**config.mk**
```make
export PLATFORM = sky130hd
export DESIGN_NAME = mem_stage_lsu
export DESIGN_NICKNAME = d
export VERILOG_FILES = /design/src/rtl/mem_pkg.sv /design/src/rtl/lsu_align.sv /design/src/rtl/mem_stage_lsu.sv
export SDC_FILE = /design/constraint.sdc
export NUM_CORES = 1
export LEC_CHECK = 0
export ABC_AREA = 1
export BUFFER_PORTS_ARGS = -buffer_cell sky130_fd_sc_hd__clkbuf_2
export CORE_AREA = 2 2 144 146
export CTS_CLUSTER_DIAMETER = 30
export DETAILED_ROUTE_END_ITERATION = 8
export DIE_AREA = 0 0 146 148
export PLACE_DENSITY = 0.54
export RECOVER_POWER = 100
export SLEW_MARGIN = 20
export SYNTH_ARGS = -nofsm -noshare
export SYNTH_HDL_FRONTEND = slang
export SYNTH_SLANG_ARGS = --single-unit
```
**constraint.sdc**
```tcl
create_clock -name clk -period 1.65 [get_ports clk]
set_clock_uncertainty 0.15 [all_clocks]
set_input_delay 0.0825 -clock clk [delete_from_list [all_inputs] [get_ports clk]]
set_output_delay 0.0825 -clock clk [all_outputs]
set_load 0.02 [all_outputs]
```
**src/rtl/mem_pkg.sv**
```systemverilog
// rtl/mem_pkg.sv - shared constants and state type for the memory-access stage
package mem_pkg;

   localparam logic [1:0] WB_ALU = 2'b00;
   localparam logic [1:0] WB_MEM = 2'b01;
   localparam logic [1:0] WB_PC4 = 2'b10;

   localparam logic [2:0] F3_LB  = 3'b000;
   localparam logic [2:0] F3_LH  = 3'b001;
   localparam logic [2:0] F3_LW  = 3'b010;
   localparam logic [2:0] F3_LBU = 3'b100;
   localparam logic [2:0] F3_LHU = 3'b101;
   localparam logic [2:0] F3_SB  = 3'b000;
   localparam logic [2:0] F3_SH  = 3'b001;
   localparam logic [2:0] F3_SW  = 3'b010;

   typedef enum logic [1:0] {
      ST_IDLE,
      ST_WAIT_GNT,
      ST_WAIT_RVALID,
      ST_HOLD
   } lsu_state_t;

endpackage

```
**src/rtl/lsu_align.sv**
```systemverilog
// rtl/lsu_align.sv - byte-lane steering, load extension and misalignment detection
module lsu_align
   import mem_pkg::*;
(
   input  logic [2:0]  funct3,
   input  logic [1:0]  addr_lo,
   input  logic [31:0] st_data,
   input  logic [31:0] rdata,
   output logic [3:0]  be,
   output logic [31:0] wdata,
   output logic [31:0] ld_data,
   output logic        misaligned
);

   logic [7:0]  byte_sel;
   logic [15:0] half_sel;

   // Access size comes from funct3[1:0]; loads and stores share the lane pattern.
   always_comb begin
      be    = 4'b1111;
      wdata = st_data;
      case (funct3[1:0])
         2'b00: begin
            be    = 4'b0001 << addr_lo;
            wdata = {4{st_data[7:0]}};
         end
         2'b01: begin
            be    = addr_lo[1] ? 4'b1100 : 4'b0011;
            wdata = {2{st_data[15:0]}};
         end
         default: ;
      endcase
   end

   always_comb begin
      case (addr_lo)
         2'd0:    byte_sel = rdata[7:0];
         2'd1:    byte_sel = rdata[15:8];
         2'd2:    byte_sel = rdata[23:16];
         default: byte_sel = rdata[31:24];
      endcase
      half_sel = addr_lo[1] ? rdata[31:16] : rdata[15:0];
   end

   always_comb begin
      case (funct3)
         F3_LB:   ld_data = {{24{byte_sel[7]}}, byte_sel};
         F3_LBU:  ld_data = {24'b0, byte_sel};
         F3_LH:   ld_data = {{16{half_sel[15]}}, half_sel};
         F3_LHU:  ld_data = {16'b0, half_sel};
         default: ld_data = rdata;
      endcase
   end

   assign misaligned = ((funct3 == F3_LH || funct3 == F3_LHU) && addr_lo[0])
                     || (funct3 == F3_LW && addr_lo != 2'b00);

endmodule

```
**src/rtl/mem_stage_lsu.sv**
```systemverilog
// rtl/mem_stage_lsu.sv - RV32I memory stage: req/gnt/rvalid data-memory access and write-back select
module mem_stage_lsu
   import mem_pkg::*;
#(
   parameter int ADDR_W = 32
) (
   input  logic              clk,
   input  logic              reset,
   input  logic [31:0]       PC_i,
   input  logic [31:0]       inst_i,
   input  logic [31:0]       alu_out_i,
   input  logic [31:0]       dataR2_i,
   input  logic              regWEn_i,
   input  logic              memRW_i,
   input  logic [1:0]        wb_sel_i,
   input  logic [2:0]        ld_st_sel_i,
   input  logic [31:0]       pc_plus_four_i,
   output logic              dmem_req_o,
   output logic              dmem_we_o,
   output logic [ADDR_W-1:0] dmem_addr_o,
   output logic [3:0]        dmem_be_o,
   output logic [31:0]       dmem_wdata_o,
   input  logic              dmem_gnt_i,
   input  logic              dmem_rvalid_i,
   input  logic [31:0]       dmem_rdata_i,
   output logic              stall_o,
   output logic              misalign_o,
   output logic [31:0]       PC_o,
   output logic [31:0]       inst_o,
   output logic              regWEn_o,
   output logic [31:0]       wb_data_o
);

   lsu_state_t  state;
   logic [31:0] ld_cap;
   logic        is_store, is_load, is_mem;
   logic [3:0]  be_a;
   logic [31:0] ld_ext;
   logic        mis;

   lsu_align u_align (
      .funct3     (ld_st_sel_i),
      .addr_lo    (alu_out_i[1:0]),
      .st_data    (dataR2_i),
      .rdata      (dmem_rdata_i),
      .be         (be_a),
      .wdata      (dmem_wdata_o),
      .ld_data    (ld_ext),
      .misaligned (mis)
   );

   assign is_store = memRW_i;
   assign is_load  = !memRW_i && (wb_sel_i == WB_MEM);
   assign is_mem   = is_store || is_load;

   // Outputs are combinational from state so a granted store costs no stall cycle.
   always_comb begin
      dmem_req_o = 1'b0;
      stall_o    = 1'b0;
      misalign_o = 1'b0;
      case (state)
         ST_IDLE: begin
            if (is_mem) begin
               if (mis) begin
                  misalign_o = 1'b1;
               end else begin
                  dmem_req_o = 1'b1;
                  stall_o    = is_load || !dmem_gnt_i;
               end
            end
         end
         ST_WAIT_GNT: begin
            dmem_req_o = 1'b1;
            stall_o    = is_load || !dmem_gnt_i;
         end
         ST_WAIT_RVALID: stall_o = 1'b1;
         default: ;
      endcase
   end

   assign dmem_we_o   = dmem_req_o && is_store;
   assign dmem_be_o   = dmem_req_o ? be_a : 4'b0000;
   assign dmem_addr_o = {alu_out_i[ADDR_W-1:2], 2'b00};

   always_ff @(posedge clk) begin
      if (reset) begin
         state  <= ST_IDLE;
         ld_cap <= 32'b0;
      end else begin
         case (state)
            ST_IDLE: begin
               if (is_mem && !mis) begin
                  if (!dmem_gnt_i)
                     state <= ST_WAIT_GNT;
                  else if (is_load)
                     state <= ST_WAIT_RVALID;
               end
            end
            ST_WAIT_GNT: begin
               if (dmem_gnt_i)
                  state <= is_load ? ST_WAIT_RVALID : ST_IDLE;
            end
            ST_WAIT_RVALID: begin
               if (dmem_rvalid_i) begin
                  ld_cap <= ld_ext;
                  state  <= ST_HOLD;
               end
            end
            default: state <= ST_IDLE;
         endcase
      end
   end

   always_comb begin
      case (wb_sel_i)
         WB_MEM:  wb_data_o = ld_cap;
         WB_PC4:  wb_data_o = pc_plus_four_i;
         default: wb_data_o = alu_out_i;
      endcase
   end

   // A stalled cycle is bubbled into MEM/WB, so it must not write the register file.
   assign regWEn_o = regWEn_i && !stall_o && !misalign_o;
   assign PC_o     = PC_i;
   assign inst_o   = inst_i;

endmodule

```
==> impl_metrics.ini <==
[final_layout]
syn2layout_area_growth_pct = 29.25
seq_area_um2 = 683.2
final_common_cell = clkbuf_2
fin_util = 0.2541
drive_above_1_share = 0.3180
final_cell_mix = clkbuf_2 (181), nand2_1 (135), a21oi_1 (77)
multiInputGateArea_um2 = 2073
fin_nets = 1010
fillers = 2358

[sta]
finalCritPeriodShare = 0.9497
fmax_mhz = 638.2
setup_slack_ps = 83.01
min_period_ps = 1567
rsz0062_at_grt = true
finalSetupViolCount = 0
holdWs_ps = -4.682
maxSlewViolCount = 0
hold_viol_final = 1

[die]
initial_core_util = 0.1966
coreArea_um2 = 20040
die-area_um2 = 21610
die_x_um = 146
row_count = 52
pin_count = 372
die_h_um = 148

[placement]
place_congestion = 0.8473
port_buffers = 241
dp_slack_ps = 69.81
dp_hpwl_um = 13530

[cts]
postCtsSetupBuffers = 0
cts.htree.levels = 2
ctsRootBufferMaster = clkbuf_16
cts.path.max_buffers = 2
cts_buffers = 5
cts.sinks = 34
insertion_delay_ps = 280
clkTransAtPathRegs_ps = 50
cts_tree = built

[global_routing]
gr-usage-met1 = 0.1788
grt_pass1_vias = 4204
grt_use_total = 0.1411
antenna_found_initial = 1
grt.overflow.total = 0
grtUsageMet2 = 0.2344
grt_max_degree = 34
grt_use_met3 = 0.03426
grt_pass1_wl_um = 23760
top_usage_layer = met2

[yosys]
syn_inst = 644
synth_edf_count = 0
synth.avg_cell_area_um2 = 6.118
synthArstFlopShare = 0
yosysWarnings = 0
ys_ff_latch = 34
ys_types = 35
synth_flop_cell = dfxtp_1
syn_area_um2 = 3940
yosysSeqAreaShare = 0.1728

[route]
postRouteWirelength_um = 16250
first_pass_iters = 4
viasPerCell = 4.131
drtIter0Drc = 234
drc_errors = 0
vias = 4445
wl_per_cell_um = 15.11
detail-route-antenna-nets = 0

[critical_path]
r2r-start = state[1]
critPathKind = reg2out
setup.worst_path.start = state[0]
worstPathArrival_ps = 1330
required_ps = 1420
crit_path_end_kind = output pin
start_kind = flip-flop
crit_fanout = 7

[pwr]
pwr-share-seq = 0.274
power_density_nw_per_um2 = 639.4
intPower_uw = 1944
power_frac_clock = 0.277
p_sw_frac = 0.4029
switching_power_uw = 1312
ir_worst_vdd_mv = 0.4171
p_leak_uw = 0.002596
combPwrFrac = 0.449

[worst_hold_path]
hp-class = in2reg
hold_start = dmem_rdata_i[11]

[run_status]
status = finished with violations
violations = hold timing

[flow_run]
max_cap_violations = 0
worst paths after layout:
check        cells after the start      endpoint  slack, ps
max                              5  dmem_be_o[0]         80
min                              5    ld_cap[11]         -5
max reg2reg                      8    ld_cap[25]        110
min reg2reg                      2     ld_cap[3]        380
cells in the mapped netlist, types with 2 or more instances:
| cell type | instances | area, µm² |
|---|---|---|
| nor2_2 | 2 | 12.51 |
| a21oi_1 | 77 | 385.4 |
| ha_1 | 2 | 25.02 |
| o21ai_1 | 3 | 15.01 |
| inv_1 | 64 | 240.2 |
| buf_2 | 6 | 30.03 |
| buf_1 | 2 | 7.510 |
| nand3_1 | 25 | 125.1 |
| o21bai_1 | 6 | 45.04 |
| o22ai_1 | 2 | 12.51 |
| inv_2 | 6 | 22.52 |
| a22oi_1 | 5 | 37.54 |
| clkbuf_1 | 20 | 75.07 |
| nor2_1 | 48 | 180.2 |
| nand4_1 | 4 | 25.02 |
| nand2_4 | 2 | 22.52 |
| nor2_4 | 4 | 45.04 |
| o211ai_1 | 8 | 60.06 |
| nand2_2 | 6 | 37.54 |
| o21a_1 | 12 | 90.09 |
| buf_4 | 106 | 795.8 |
| nand2_1 | 136 | 510.5 |
| dfxtp_1 | 34 | 680.7 |
| nor2_8 | 2 | 40.04 |
| o21bai_2 | 10 | 112.6 |
| o21ai_0 | 43 | 215.2 |
metal layers:
metal / vias to the layer above / part of all wire
met1: 1971 / 0.44
li1: 2287 / -
met4: 0 / 0.029
met2: 149 / 0.47
met3: 38 / 0.061
met5: - / 0
stage by stage:
stage	power, µW	cells	setup TNS (ps)	instance area [µm²]
final	3256	1076	0	5092
after global routing	3444	1076	-22.28	5092
after CTS	3301	1074	0	5135
after detailed placement	2339	1044	0	4766
after global placement	2337	1044	0	4766
after floorplan	2033	645	0	3944
power by group through the flow:
stage | clock (µW) | combinational (µW) | sequential (µW)
final | 902 | 1460 | 893
after CTS | 919 | 1490 | 892
after floorplan | 0 | 1130 | 901
after global routing | 942 | 1600 | 899
after detailed placement | 0 | 1430 | 909
after global placement | 0 | 1430 | 910
sequential cells by signal (all words and copies together) (netlist names):
register  flops
ld_cap       32
state         2
critical path, stage by stage, from the launching register on:
cell,delay (ps)
dfxtp_2,370
inv_1,60
nor2_2,120
inv_2,90
a21boi_0,190
clkbuf_2,210
cell families (layout without fill, tap and decap cells):
kind of cell,after synthesis,count (layout),synth area share
buffers and inverters,207,367,0.3068
AOI/OAI and AO/OA,168,168,0.2506
other,1,3,0.0009518
DFF,34,34,0.1728
and+or+nand+nor,232,232,0.2626
adders and majority gates,2,2,0.006350
area by class of cell:
| class | count | area share |
|---|---|---|
| timing repair buffer | 289 | 0.3125 |
| clock buffer | 5 | 0.02457 |
| tap | 270 | 0.06634 |
| inverter | 71 | 0.05283 |
| sequential | 34 | 0.1342 |
| multi-input combinational | 404 | 0.4071 |
| antenna | 1 | 0.0004914 |
| clock inverter | 2 | 0.001966 |
repair_timing:
action	4_1_cts	5_1_grt
hold buffers	23	0
cloned	0	1
endpoints found under the hold margin	15	0
gates resized for setup	2	10
setup endpoints to repair	4	15
pin swaps	0	1
Note: power is estimated with default switching activity, not from simulation.
